`config.mk`:
```
export PLATFORM = sky130hd
export DESIGN_NAME = uart_periph
export DESIGN_NICKNAME = d
export VERILOG_FILES = /design/src/rtl/uart_pkg.sv /design/src/rtl/uart_baud_gen.sv /design/src/rtl/uart_periph.sv
export SDC_FILE = /design/constraint.sdc
export NUM_CORES = 1
export LEC_CHECK = 0
export ABC_AREA = 1
export CAP_MARGIN = 30
export CORE_MARGIN = 2
export CORE_UTILIZATION = 35
export DETAILED_ROUTE_END_ITERATION = 10
export GPL_ROUTABILITY_DRIVEN = 0
export GPL_TIMING_DRIVEN = 1
export PLACE_DENSITY = 0.69
export SETUP_SLACK_MARGIN = 0.02
export SYNTH_ARGS = -nofsm -noshare
export SYNTH_HDL_FRONTEND = slang
export SYNTH_SLANG_ARGS = --single-unit
```
`constraint.sdc`:
```
create_clock -name clk -period 1.4 [get_ports clk]
set_input_delay 0.21 -clock clk [delete_from_list [all_inputs] [get_ports clk]]
set_output_delay 0.21 -clock clk [all_outputs]
set_load 0.01 [all_outputs]
```
`src/rtl/uart_pkg.sv`:
```
// Shared register offsets, CON bit positions, FSM encodings and divider sizing for the UART.
// Latency: n/a (constants and a pure function only).
// Backpressure: n/a.
package uart_pkg;

    // Word offsets from the peripheral base address
    localparam logic [31:0] TXD_OFS = 32'h0000_0000;
    localparam logic [31:0] RXD_OFS = 32'h0000_0004;
    localparam logic [31:0] CON_OFS = 32'h0000_0008;

    // CON register bit positions
    localparam int CON_TX_IRQ_EN    = 0;
    localparam int CON_RX_IRQ_EN    = 1;
    localparam int CON_TX_DONE      = 2;
    localparam int CON_RX_READY     = 3;
    localparam int CON_TX_BUSY      = 4;
    localparam int CON_RX_OVERRUN   = 5;
    localparam int CON_RX_FRAME_ERR = 6;
    localparam int CON_BITS         = 7;

    typedef enum logic [1:0] {
        TX_IDLE  = 2'd0,
        TX_START = 2'd1,
        TX_DATA  = 2'd2,
        TX_STOP  = 2'd3
    } tx_state_e;

    typedef enum logic [1:0] {
        RX_IDLE  = 2'd0,
        RX_START = 2'd1,
        RX_DATA  = 2'd2,
        RX_STOP  = 2'd3
    } rx_state_e;

    // Bits needed for a counter running 0..div-1; never narrower than 1 bit
    function automatic int div_width(input int div);
        if (div <= 2) begin
            return 1;
        end
        return $clog2(div);
    endfunction

endpackage

```
`src/rtl/uart_baud_gen.sv`:
```
// Bit-rate tick generator: tx_tick once per bit period, rx_tick16 at 16x the bit rate.
// Latency: first tick DIV cycles after a restart; each tick is a 1-cycle pulse.
// Backpressure: none; counters free-run and only realign on the restart inputs.
module uart_baud_gen
    import uart_pkg::*;
#(
    parameter int CLK_FREQ = 100000000,
    parameter int BAUD     = 9600
) (
    input  logic clk_i,
    input  logic reset_i,
    input  logic tx_restart_i,
    input  logic rx_restart_i,
    output logic tx_tick_o,
    output logic rx_tick16_o
);

    // Truncated dividers, clamped so a too-fast baud still yields a legal counter
    localparam int TX_DIV_RAW = CLK_FREQ / BAUD;
    localparam int RX_DIV_RAW = CLK_FREQ / (BAUD * 16);
    localparam int TX_DIV     = (TX_DIV_RAW < 1) ? 1 : TX_DIV_RAW;
    localparam int RX_DIV     = (RX_DIV_RAW < 1) ? 1 : RX_DIV_RAW;
    localparam int TX_W       = div_width(TX_DIV);
    localparam int RX_W       = div_width(RX_DIV);
    localparam logic [TX_W-1:0] TX_LAST = TX_W'(TX_DIV - 1);
    localparam logic [RX_W-1:0] RX_LAST = RX_W'(RX_DIV - 1);

    logic [TX_W-1:0] tx_cnt_q;
    logic [RX_W-1:0] rx_cnt_q;

    // TX bit-period counter, realigned to the start of each transmitted frame
    always_ff @(posedge clk_i) begin
        if (reset_i || tx_restart_i) begin
            tx_cnt_q <= '0;
        end else if (tx_cnt_q == TX_LAST) begin
            tx_cnt_q <= '0;
        end else begin
            tx_cnt_q <= tx_cnt_q + TX_W'(1);
        end
    end

    // RX oversample counter, realigned to the detected start edge
    always_ff @(posedge clk_i) begin
        if (reset_i || rx_restart_i) begin
            rx_cnt_q <= '0;
        end else if (rx_cnt_q == RX_LAST) begin
            rx_cnt_q <= '0;
        end else begin
            rx_cnt_q <= rx_cnt_q + RX_W'(1);
        end
    end

    assign tx_tick_o   = (tx_cnt_q == TX_LAST);
    assign rx_tick16_o = (rx_cnt_q == RX_LAST);

endmodule

```
`src/rtl/uart_periph.sv`:
```
// Memory-mapped UART: TXD/RXD/CON word registers, 8N1 transmitter and 16x-oversampled receiver.
// Latency: Read_data combinational; line drives start bit the cycle after a TXD write.
// Backpressure: TXD writes while busy are dropped; an unread RX byte is overwritten (overrun).
module uart_periph
    import uart_pkg::*;
#(
    parameter int          CLK_FREQ  = 100000000,
    parameter int          BAUD      = 9600,
    parameter logic [31:0] BASE_ADDR = 32'h4000_0018
) (
    input  logic        clk,
    input  logic        reset,
    input  logic [31:0] addr,
    input  logic        Mem_rd,
    input  logic        Mem_wr,
    input  logic [31:0] Write_data,
    output logic [31:0] Read_data,
    input  logic        uart_rx,
    output logic        uart_tx,
    output logic        irq
);

    // ---------------- bus decode ----------------
    logic access, sel_txd, sel_rxd, sel_con;
    logic txd_wr, rxd_rd, con_rd, con_wr;

    assign access  = Mem_rd | Mem_wr;
    assign sel_txd = access && (addr == BASE_ADDR + TXD_OFS);
    assign sel_rxd = access && (addr == BASE_ADDR + RXD_OFS);
    assign sel_con = access && (addr == BASE_ADDR + CON_OFS);
    assign txd_wr  = Mem_wr & sel_txd;
    assign rxd_rd  = Mem_rd & sel_rxd;
    assign con_rd  = Mem_rd & sel_con;
    assign con_wr  = Mem_wr & sel_con;

    // Only the low byte of store data is meaningful to this block
    logic unused_wdata;
    assign unused_wdata = ^Write_data[31:8];

    // ---------------- tick generator ----------------
    tx_state_e tx_state_q;
    rx_state_e rx_state_q;
    logic      tx_tick, rx_tick;
    logic      tx_start, rx_fall;
    logic      rx_s1_q, rx_s2_q, rx_prev_q;

    assign tx_start = txd_wr && (tx_state_q == TX_IDLE);
    assign rx_fall  = (rx_state_q == RX_IDLE) && rx_prev_q && !rx_s2_q;

    uart_baud_gen #(
        .CLK_FREQ (CLK_FREQ),
        .BAUD     (BAUD)
    ) u_baud (
        .clk_i        (clk),
        .reset_i      (reset),
        .tx_restart_i (tx_start),
        .rx_restart_i (rx_fall),
        .tx_tick_o    (tx_tick),
        .rx_tick16_o  (rx_tick)
    );

    // ---------------- transmitter ----------------
    logic [7:0] tx_byte_q;
    logic [2:0] tx_bit_q;
    logic       tx_q;
    logic       tx_busy, tx_done_set;

    // TX FSM: start bit, 8 data bits LSB first, stop bit; line is a registered output
    always_ff @(posedge clk) begin
        if (reset) begin
            tx_state_q <= TX_IDLE;
            tx_byte_q  <= 8'h00;
            tx_bit_q   <= 3'd0;
            tx_q       <= 1'b1;
        end else begin
            case (tx_state_q)
                TX_IDLE: begin
                    if (txd_wr) begin
                        tx_byte_q  <= Write_data[7:0];
                        tx_q       <= 1'b0;
                        tx_state_q <= TX_START;
                    end
                end
                TX_START: begin
                    if (tx_tick) begin
                        tx_q       <= tx_byte_q[0];
                        tx_bit_q   <= 3'd0;
                        tx_state_q <= TX_DATA;
                    end
                end
                TX_DATA: begin
                    if (tx_tick) begin
                        if (tx_bit_q == 3'd7) begin
                            tx_q       <= 1'b1;
                            tx_state_q <= TX_STOP;
                        end else begin
                            tx_bit_q <= tx_bit_q + 3'd1;
                            tx_q     <= tx_byte_q[tx_bit_q + 3'd1];
                        end
                    end
                end
                TX_STOP: begin
                    if (tx_tick) begin
                        tx_state_q <= TX_IDLE;
                    end
                end
                default: tx_state_q <= TX_IDLE;
            endcase
        end
    end

    assign uart_tx     = tx_q;
    assign tx_busy     = (tx_state_q != TX_IDLE);
    assign tx_done_set = (tx_state_q == TX_STOP) && tx_tick;

    // ---------------- receiver ----------------
    logic [3:0] rx_tcnt_q;
    logic [2:0] rx_bit_q;
    logic [7:0] rx_shift_q;
    logic [7:0] rx_data_q;
    logic       rx_stop_smp, rx_ok_set, rx_ferr_set;

    // Two-flop synchroniser plus a delayed copy for falling-edge detection; idles high
    always_ff @(posedge clk) begin
        if (reset) begin
            rx_s1_q   <= 1'b1;
            rx_s2_q   <= 1'b1;
            rx_prev_q <= 1'b1;
        end else begin
            rx_s1_q   <= uart_rx;
            rx_s2_q   <= rx_s1_q;
            rx_prev_q <= rx_s2_q;
        end
    end

    // RX FSM: verify start at mid-bit (8 ticks), then sample every 16 ticks
    always_ff @(posedge clk) begin
        if (reset) begin
            rx_state_q <= RX_IDLE;
            rx_tcnt_q  <= 4'd0;
            rx_bit_q   <= 3'd0;
            rx_shift_q <= 8'h00;
            rx_data_q  <= 8'h00;
        end else begin
            case (rx_state_q)
                RX_IDLE: begin
                    if (rx_fall) begin
                        rx_tcnt_q  <= 4'd0;
                        rx_state_q <= RX_START;
                    end
                end
                RX_START: begin
                    if (rx_tick) begin
                        if (rx_tcnt_q == 4'd7) begin
                            rx_tcnt_q  <= 4'd0;
                            rx_bit_q   <= 3'd0;
                            rx_state_q <= rx_s2_q ? RX_IDLE : RX_DATA;
                        end else begin
                            rx_tcnt_q <= rx_tcnt_q + 4'd1;
                        end
                    end
                end
                RX_DATA: begin
                    if (rx_tick) begin
                        if (rx_tcnt_q == 4'd15) begin
                            rx_tcnt_q  <= 4'd0;
                            rx_shift_q <= {rx_s2_q, rx_shift_q[7:1]};
                            if (rx_bit_q == 3'd7) begin
                                rx_state_q <= RX_STOP;
                            end else begin
                                rx_bit_q <= rx_bit_q + 3'd1;
                            end
                        end else begin
                            rx_tcnt_q <= rx_tcnt_q + 4'd1;
                        end
                    end
                end
                RX_STOP: begin
                    if (rx_tick) begin
                        if (rx_tcnt_q == 4'd15) begin
                            rx_tcnt_q  <= 4'd0;
                            rx_state_q <= RX_IDLE;
                            if (rx_s2_q) begin
                                rx_data_q <= rx_shift_q;
                            end
                        end else begin
                            rx_tcnt_q <= rx_tcnt_q + 4'd1;
                        end
                    end
                end
                default: rx_state_q <= RX_IDLE;
            endcase
        end
    end

    assign rx_stop_smp = (rx_state_q == RX_STOP) && rx_tick && (rx_tcnt_q == 4'd15);
    assign rx_ok_set   = rx_stop_smp && rx_s2_q;
    assign rx_ferr_set = rx_stop_smp && !rx_s2_q;

    // ---------------- status / control ----------------
    logic tx_irq_en_q, rx_irq_en_q;
    logic tx_done_q, rx_ready_q, rx_ovr_q, rx_ferr_q;

    // Control bits and sticky status; a set on the same edge as a clearing read wins
    always_ff @(posedge clk) begin
        if (reset) begin
            tx_irq_en_q <= 1'b0;
            rx_irq_en_q <= 1'b0;
            tx_done_q   <= 1'b0;
            rx_ready_q  <= 1'b0;
            rx_ovr_q    <= 1'b0;
            rx_ferr_q   <= 1'b0;
        end else begin
            if (con_wr) begin
                tx_irq_en_q <= Write_data[CON_TX_IRQ_EN];
                rx_irq_en_q <= Write_data[CON_RX_IRQ_EN];
            end
            if (tx_done_set) begin
                tx_done_q <= 1'b1;
            end else if (con_rd) begin
                tx_done_q <= 1'b0;
            end
            if (rx_ok_set) begin
                rx_ready_q <= 1'b1;
            end else if (rxd_rd) begin
                rx_ready_q <= 1'b0;
            end
            if (rx_ok_set && rx_ready_q) begin
                rx_ovr_q <= 1'b1;
            end else if (con_rd) begin
                rx_ovr_q <= 1'b0;
            end
            if (rx_ferr_set) begin
                rx_ferr_q <= 1'b1;
            end else if (con_rd) begin
                rx_ferr_q <= 1'b0;
            end
        end
    end

    logic [CON_BITS-1:0] con_vec;

    // Assemble the CON image shown on reads (pre-clear values)
    always_comb begin
        con_vec                   = '0;
        con_vec[CON_TX_IRQ_EN]    = tx_irq_en_q;
        con_vec[CON_RX_IRQ_EN]    = rx_irq_en_q;
        con_vec[CON_TX_DONE]      = tx_done_q;
        con_vec[CON_RX_READY]     = rx_ready_q;
        con_vec[CON_TX_BUSY]      = tx_busy;
        con_vec[CON_RX_OVERRUN]   = rx_ovr_q;
        con_vec[CON_RX_FRAME_ERR] = rx_ferr_q;
    end

    // Load data mux; zero unless a read hits one of our words
    always_comb begin
        Read_data = 32'h0;
        if (Mem_rd) begin
            if (sel_txd) begin
                Read_data = {24'h0, tx_byte_q};
            end else if (sel_rxd) begin
                Read_data = {24'h0, rx_data_q};
            end else if (sel_con) begin
                Read_data = {{(32-CON_BITS){1'b0}}, con_vec};
            end
        end
    end

    assign irq = (tx_irq_en_q & tx_done_q) | (rx_irq_en_q & rx_ready_q);

endmodule

```
* After elaboration in Yosys (flattened, before gate mapping)
Index checks and enable logic that the tools add are counted.
** Operators by class
- Bitwise gates (word level) :: 8
- Multiplexer cells :: 49
- Magnitude comparators :: 1
- Reduce and logical (&&, ||, !) cells :: 37
- Add/sub/neg operators :: 5
- Shift operators :: 0
- Equal/unequal tests :: 31
- Divide/modulo/power cells :: 0
- $mul :: 0
** Operators by type and width (count)
- $eq A32 B31 Y1 const B :: 3
- $mux W2 :: 14
- $ne A2 B2 Y1 const B :: 13
- $mux W3 :: 8
- $mux W8 :: 3
- $mux W4 :: 5
- $pmux W2 S4 :: 2
- $add A14 B1 Y14 const B :: 1
- $eq A14 B14 Y1 const B :: 1
- $reduce_bool A2 Y1 :: 7
- $logic_and A1 B1 Y1 :: 12
- $pmux W3 S2 :: 2
- $pmux W4 S3 :: 1
- $reduce_and A4 Y1 :: 3
- $mux W1 :: 11
- $add A10 B1 Y10 const B :: 1
- $eq A10 B10 Y1 const B :: 1
- $eq A2 B2 Y1 const B :: 4
- $reduce_and A8 Y1 :: 1
- $mux W7 :: 1
- $add A3 B1 Y3 const B :: 2
- $and A1 B1 Y1 :: 6
- $eq A3 B3 Y1 const B :: 2
- $ne A2 B1 Y1 const B :: 3
- 17 further kinds :: 24
** Storage, ports and cells
- Memory bits (read-only) :: 0
- Input port bits :: 69
- Memories kept :: 0
- Bits in latches :: 0
- Register bits :: 72
- Output and inout port bits :: 34
- Bits in writable memories :: 0
- Logic and storage cells :: 151

* Longest topological paths before layout
- Depth after elaboration :: 6
- Gate-level depth with buffers :: 11

* Modules after synthesis
From an unflattened synthesis, not the netlist that was laid out.
** Second synthesis, totals
- Cells, all modules :: 574
- Area, all modules :: 4035.1 um^2
** Modules (own cells, without submodules)
- uart_periph :: area an instance 2810.2 um^2, seq. area each 960.9 um^2, times used 1, cells each 406
- uart_baud_gen :: area an instance 1224.9 um^2, seq. area each 480.5 um^2, times used 1, cells each 168

* Worst setup path after synthesis
OpenSTA, ideal clock, no wires.
- Path type :: register -> register
- From :: reg rx_tcnt_q[0]
- To :: reg rx_data_q[0]
- Setup slack :: -0.113 ns
- Library setup time :: 0.132 ns
- Arrival :: 1.381 ns
- Period minus slack after synthesis :: 1.513 ns
- Path buffers :: 0
- Data required time :: 1.268 ns
- Cell stages (with the launch flop) :: 7
- Path through :: dfxtp_1 > ha_1 > nand3_2 > nor3_2 > nand3_2 > nand2_1 > a21oi_1
** On the way
- Longest elaborated chain between the ends :: 2
** RTL lines
- from (decl) :: line uart_periph.sv:117 : logic [3:0] rx_tcnt_q;
- from (signal assigned) :: line uart_periph.sv:159 : rx_tcnt_q <= rx_tcnt_q + 4'd1;
- from (signal assigned) :: line uart_periph.sv:174 : rx_tcnt_q <= rx_tcnt_q + 4'd1;
- from (signal assigned) :: line uart_periph.sv:187 : rx_tcnt_q <= rx_tcnt_q + 4'd1;
- $eq A4 B4 Y1 :: line uart_periph.sv:180 : if (rx_tcnt_q == 4'd15) begin
- $reduce_and A4 Y1 (no line)
- to (signal assigned) :: line uart_periph.sv:184 : rx_data_q <= rx_shift_q;
- to (decl) :: line uart_periph.sv:120 : logic [7:0] rx_data_q;
Every way passes these cells.
A chain may end at the register's enable or synchronous reset.

* Worst setup path in the final report
- From :: in addr[26]
- To :: out Read_data[7]
** On the way
- Longest elaborated chain between the ends :: 5
- Elaborated cells between the ends (all ways) :: 7
- Classes of those cells :: 2 x eq/ne; 3 x mux; 2 x reduce/logical
** RTL lines
- from (decl) :: line uart_periph.sv:13 : input logic [31:0] addr,
- $eq A32 B31 Y1 :: line uart_periph.sv:29 : assign sel_rxd = access && (addr == BASE_ADDR + RXD_OFS);
- $logic_and A1 B1 Y1 :: line uart_periph.sv:29
- $mux W8 :: line uart_periph.sv:261 : end else if (sel_rxd) begin
- $mux W8 * :: line uart_periph.sv:259 : if (sel_txd) begin
- $mux W8 * :: line uart_periph.sv:258 : if (Mem_rd) begin
- to (decl) :: line uart_periph.sv:17 : output logic [31:0] Read_data,
Mark *: on every way between the ends. The rest lies on a longest branch, timed or not.

==> flow_summary_export.csv <==
group,metric,value,unit
finish,drive_gt1_share,52.8,%
finish,multi_input_area,0.00332,sq mm
global_route,grt_pass1_wl,19.5,mm
floorplan,initial_utilization,35.7,%
setup_path,critPathArrivalTime,1.59,ns
global_route,grt_antenna_before_repair,0,
floorplan,pin_count,103,
cts,clkLatencyLatePin,0.34,ns
routing,ant_nets,0,
sta,layout_min_cycle_time,1.80,ns
setup_path,r2r-start,"rx_tcnt_q[1]",
setup_path,reg2reg_setup_slack,-0.10,ns
global_route,grt_max_degree,22,
routing,wl,13.5,mm
synth,synth_top_area_share,35.3,%
global_route,grt_pass1_vias,4401,
floorplan,die_x,112,microns
pwr,p_leak,2.82,nW
routing,route.vias.total,4719,
setup_path,cp-start-kind,"primary input",
floorplan,dieArea,0.0125,sq mm
floorplan,std_cell_rows,39,
setup_path,cp.buffers_inverters,5,
placement,io_buffers,54,
global_route,gr-total-overflow,0,
routing,via_per_inst,5.11,
setup_path,r2r_cells,8,
setup_path,cp-endpoint,"Read_data[7]",
setup_path,path_depth,11,
synth,syn_avg_cell_area,6.79,sq um
finish,antenna_cells,0,
cts,cts_max_level,3,
finish,final_cells,923,
global_route,grt.total_usage,18.9,%
finish,synthToLayoutAreaGrowth,70.0,%
finish,seq_area,0.00148,sq mm
pwr,p_per_area,761,mW/mm^2
cts,clockBufferDepth,2,
setup_path,worstPathRequired,1.19,ns
setup_path,crit_family,"simple AND/OR/NAND/NOR gates",
sta,min_period_over_period,129,%
synth,synth.distinct_cells,38,
synth,synth-seq-cells,72,
pwr,fin_total_pwr,5.28,mW
setup_path,crit_chain,"buf_2 -> inv_1 -> buf_4 -> buf_4 -> nand4_1 -> nor2_1 -> nand2_1 -> nor2_4 -> nand3_2 -> a21oi_2 -> buf_2",
finish,finalNetCount,857,
global_route,use_met1,22.1,%
setup_path,cp_max_fo,3,
setup_path,slowest_stage,"nor2_1",
cts,numCtsBuffers,9,
cts,cts_hold_buf,0,
routing,dr.pass1.iters,7,
sta,holdWs,0.405,ns
cts,clock_sinks,72,
setup_path,r2r-end,"rx_bit_q[2]",
flow_run,drv_cap,0,
cts,cts-root-buf,"clkbuf_16",
finish,fillers,864,
setup_path,max_stage_delay,0.21,ns
sta,hold_viol_final,0,
floorplan,die_y,112,microns
sta,rsz0062_at_grt,"yes",
run_status,status,"finished with violations",
global_route,top_usage_layer,"met2",
run_status,violations,"negative setup slack",
placement,dp.final_hpwl,8.04,mm
synth,synth_area_leaders,"dfxtp_1 35%, nor2_1 12%, nand2_1 9.1%",
synth,synth_edf_count,0,
routing,drc_errors,0,
synth,synthCells,601,
synth,ys_seq_area_share,35.3,%
pwr,ir_drop,0.692,mV
cts,cts_tree,"yes",
setup_path,worstSetupStartpoint,"addr[26]",
finish,layout_common_cells,"94 x buf_4, 66 x nor2_1, 59 x nand2_1",
global_route,grtUsageMet2,32.8,%
sta,drv_slew,0,
sta,fin_ws,-0.400,ns
sta,fmax,0.556,GHz
synth,async_flop_share,0,%
routing,initialDrtViolationCount,213,
setup_path,critical_path_class,"in2out",
synth,synth_warnings,0,
setup_path,end_kind,"output pin",
sta,timing.setup.tns,-4.07,ns
worst_hold_path,hp-class,"reg2reg",
cts,path_clk_slew,0.06,ns
synth,ys.flop_type,"dfxtp_1",
placement,placedCellCount,869,
routing,post_drt_wl_per_cell,14.6,microns
sta,setup_viol,43,
floorplan,core,0.0114,sq mm
sta,fin_skew,0.00466,ns
synth,synth_area,0.00408,sq mm
finish,final_common_cell,"buf_4",
global_route,grt_use_met3,4.79,%
synth,yosysTopAreaCell,"dfxtp_1",
## per-layer routing
metal,routed length [microns],up-vias
li1,-,2273
met1,5300,2236
met2,7040,153
met5,0,-
met4,534,0
met3,592,57
## timing repair
action | in CTS | in global routing
pin swaps | 94 | 94
resized for setup | 273 | 178
setup endpoints to repair | 69 | 71
gates cloned | 2 | 2
endpoints found under the hold margin | 0 | 0
buffers inserted | 19 | 17
## cells by family after synthesis
logic type / after synthesis / share of synthesized area (%)
flops: 72 / 35.3
buf+inv: 96 / 11.4
compound gates: 75 / 9.57
xor+xnor: 9 / 1.93
fa+ha+maj: 12 / 3.68
other cells: 1 / 0.0919
simple gates: 336 / 38.0
## final cells by class
cell class / count / area share [%]
Inverter: 62 / 3.61
Tap cell: 143 / 2.58
Clock buffer: 11 / 3.65
Timing Repair Buffer: 172 / 20.6
Clock inverter: 4 / 0.415
Multi-Input combinational cell: 459 / 47.9
Sequential cell: 72 / 21.3
## stage by stage
| step | cell area, sq um | worst slack, ns | utilization (%) |
|---|---|---|---|
| floorplan | 4310 | 0.0236 | - |
| global placement | 5420 | -1.04 | 47.4 |
| detailed placement | 5420 | -1.09 | 47.4 |
| CTS | 6170 | -0.249 | 54.1 |
| global route | 6930 | -0.481 | 60.7 |
| finish | 6930 | -0.400 | 60.7 |
## report_power, final
part | total [mW] | switching (mW) | internal, mW
logic | 0.996 | 0.541 | 0.455
clock network | 2.16 | 0.874 | 1.29
registers | 2.12 | 0.0345 | 2.09
## how the worst min path moves through the flow
stage,start,endpoint,slack (ns),cells past startpoint
finish,rx_s1_q,rx_s2_q,0.40,1
global route,rx_s1_q,rx_s2_q,0.41,1
CTS,rx_s1_q,rx_s2_q,0.41,1
detailed placement,rx_s1_q,rx_s2_q,0.40,1
global placement,rx_s1_q,rx_s2_q,0.40,1
floorplan,reset,rx_prev_q,0.30,2
## sequential cells by signal, indices dropped and copies added, names as in the netlist, 2 cells and up, named ones only
| register | cells |
|---|---|
| tx_byte_q | 8 |
| tx_bit_q | 3 |
| u_baud.tx_cnt_q | 14 |
| rx_bit_q | 3 |
| u_baud.rx_cnt_q | 10 |
| rx_data_q | 8 |
| rx_shift_q | 8 |
| rx_tcnt_q | 4 |
| tx_state_q | 2 |
## cell usage after synthesis (3+ instances only)
cell,n
or2_2,4
ha_1,12
xor2_1,6
nand2_1,99
buf_4,25
nand3_2,5
a21oi_1,39
nor2_4,4
nand3_1,47
nor3_1,16
xnor2_1,3
o21ai_1,4
nor2_2,3
nor2_1,126
dfxtp_1,72
o21ai_0,27
nor3_2,3
clkbuf_1,5
inv_1,57
nand4_1,20
No activity file was read; power rests on OpenSTA's default activity.
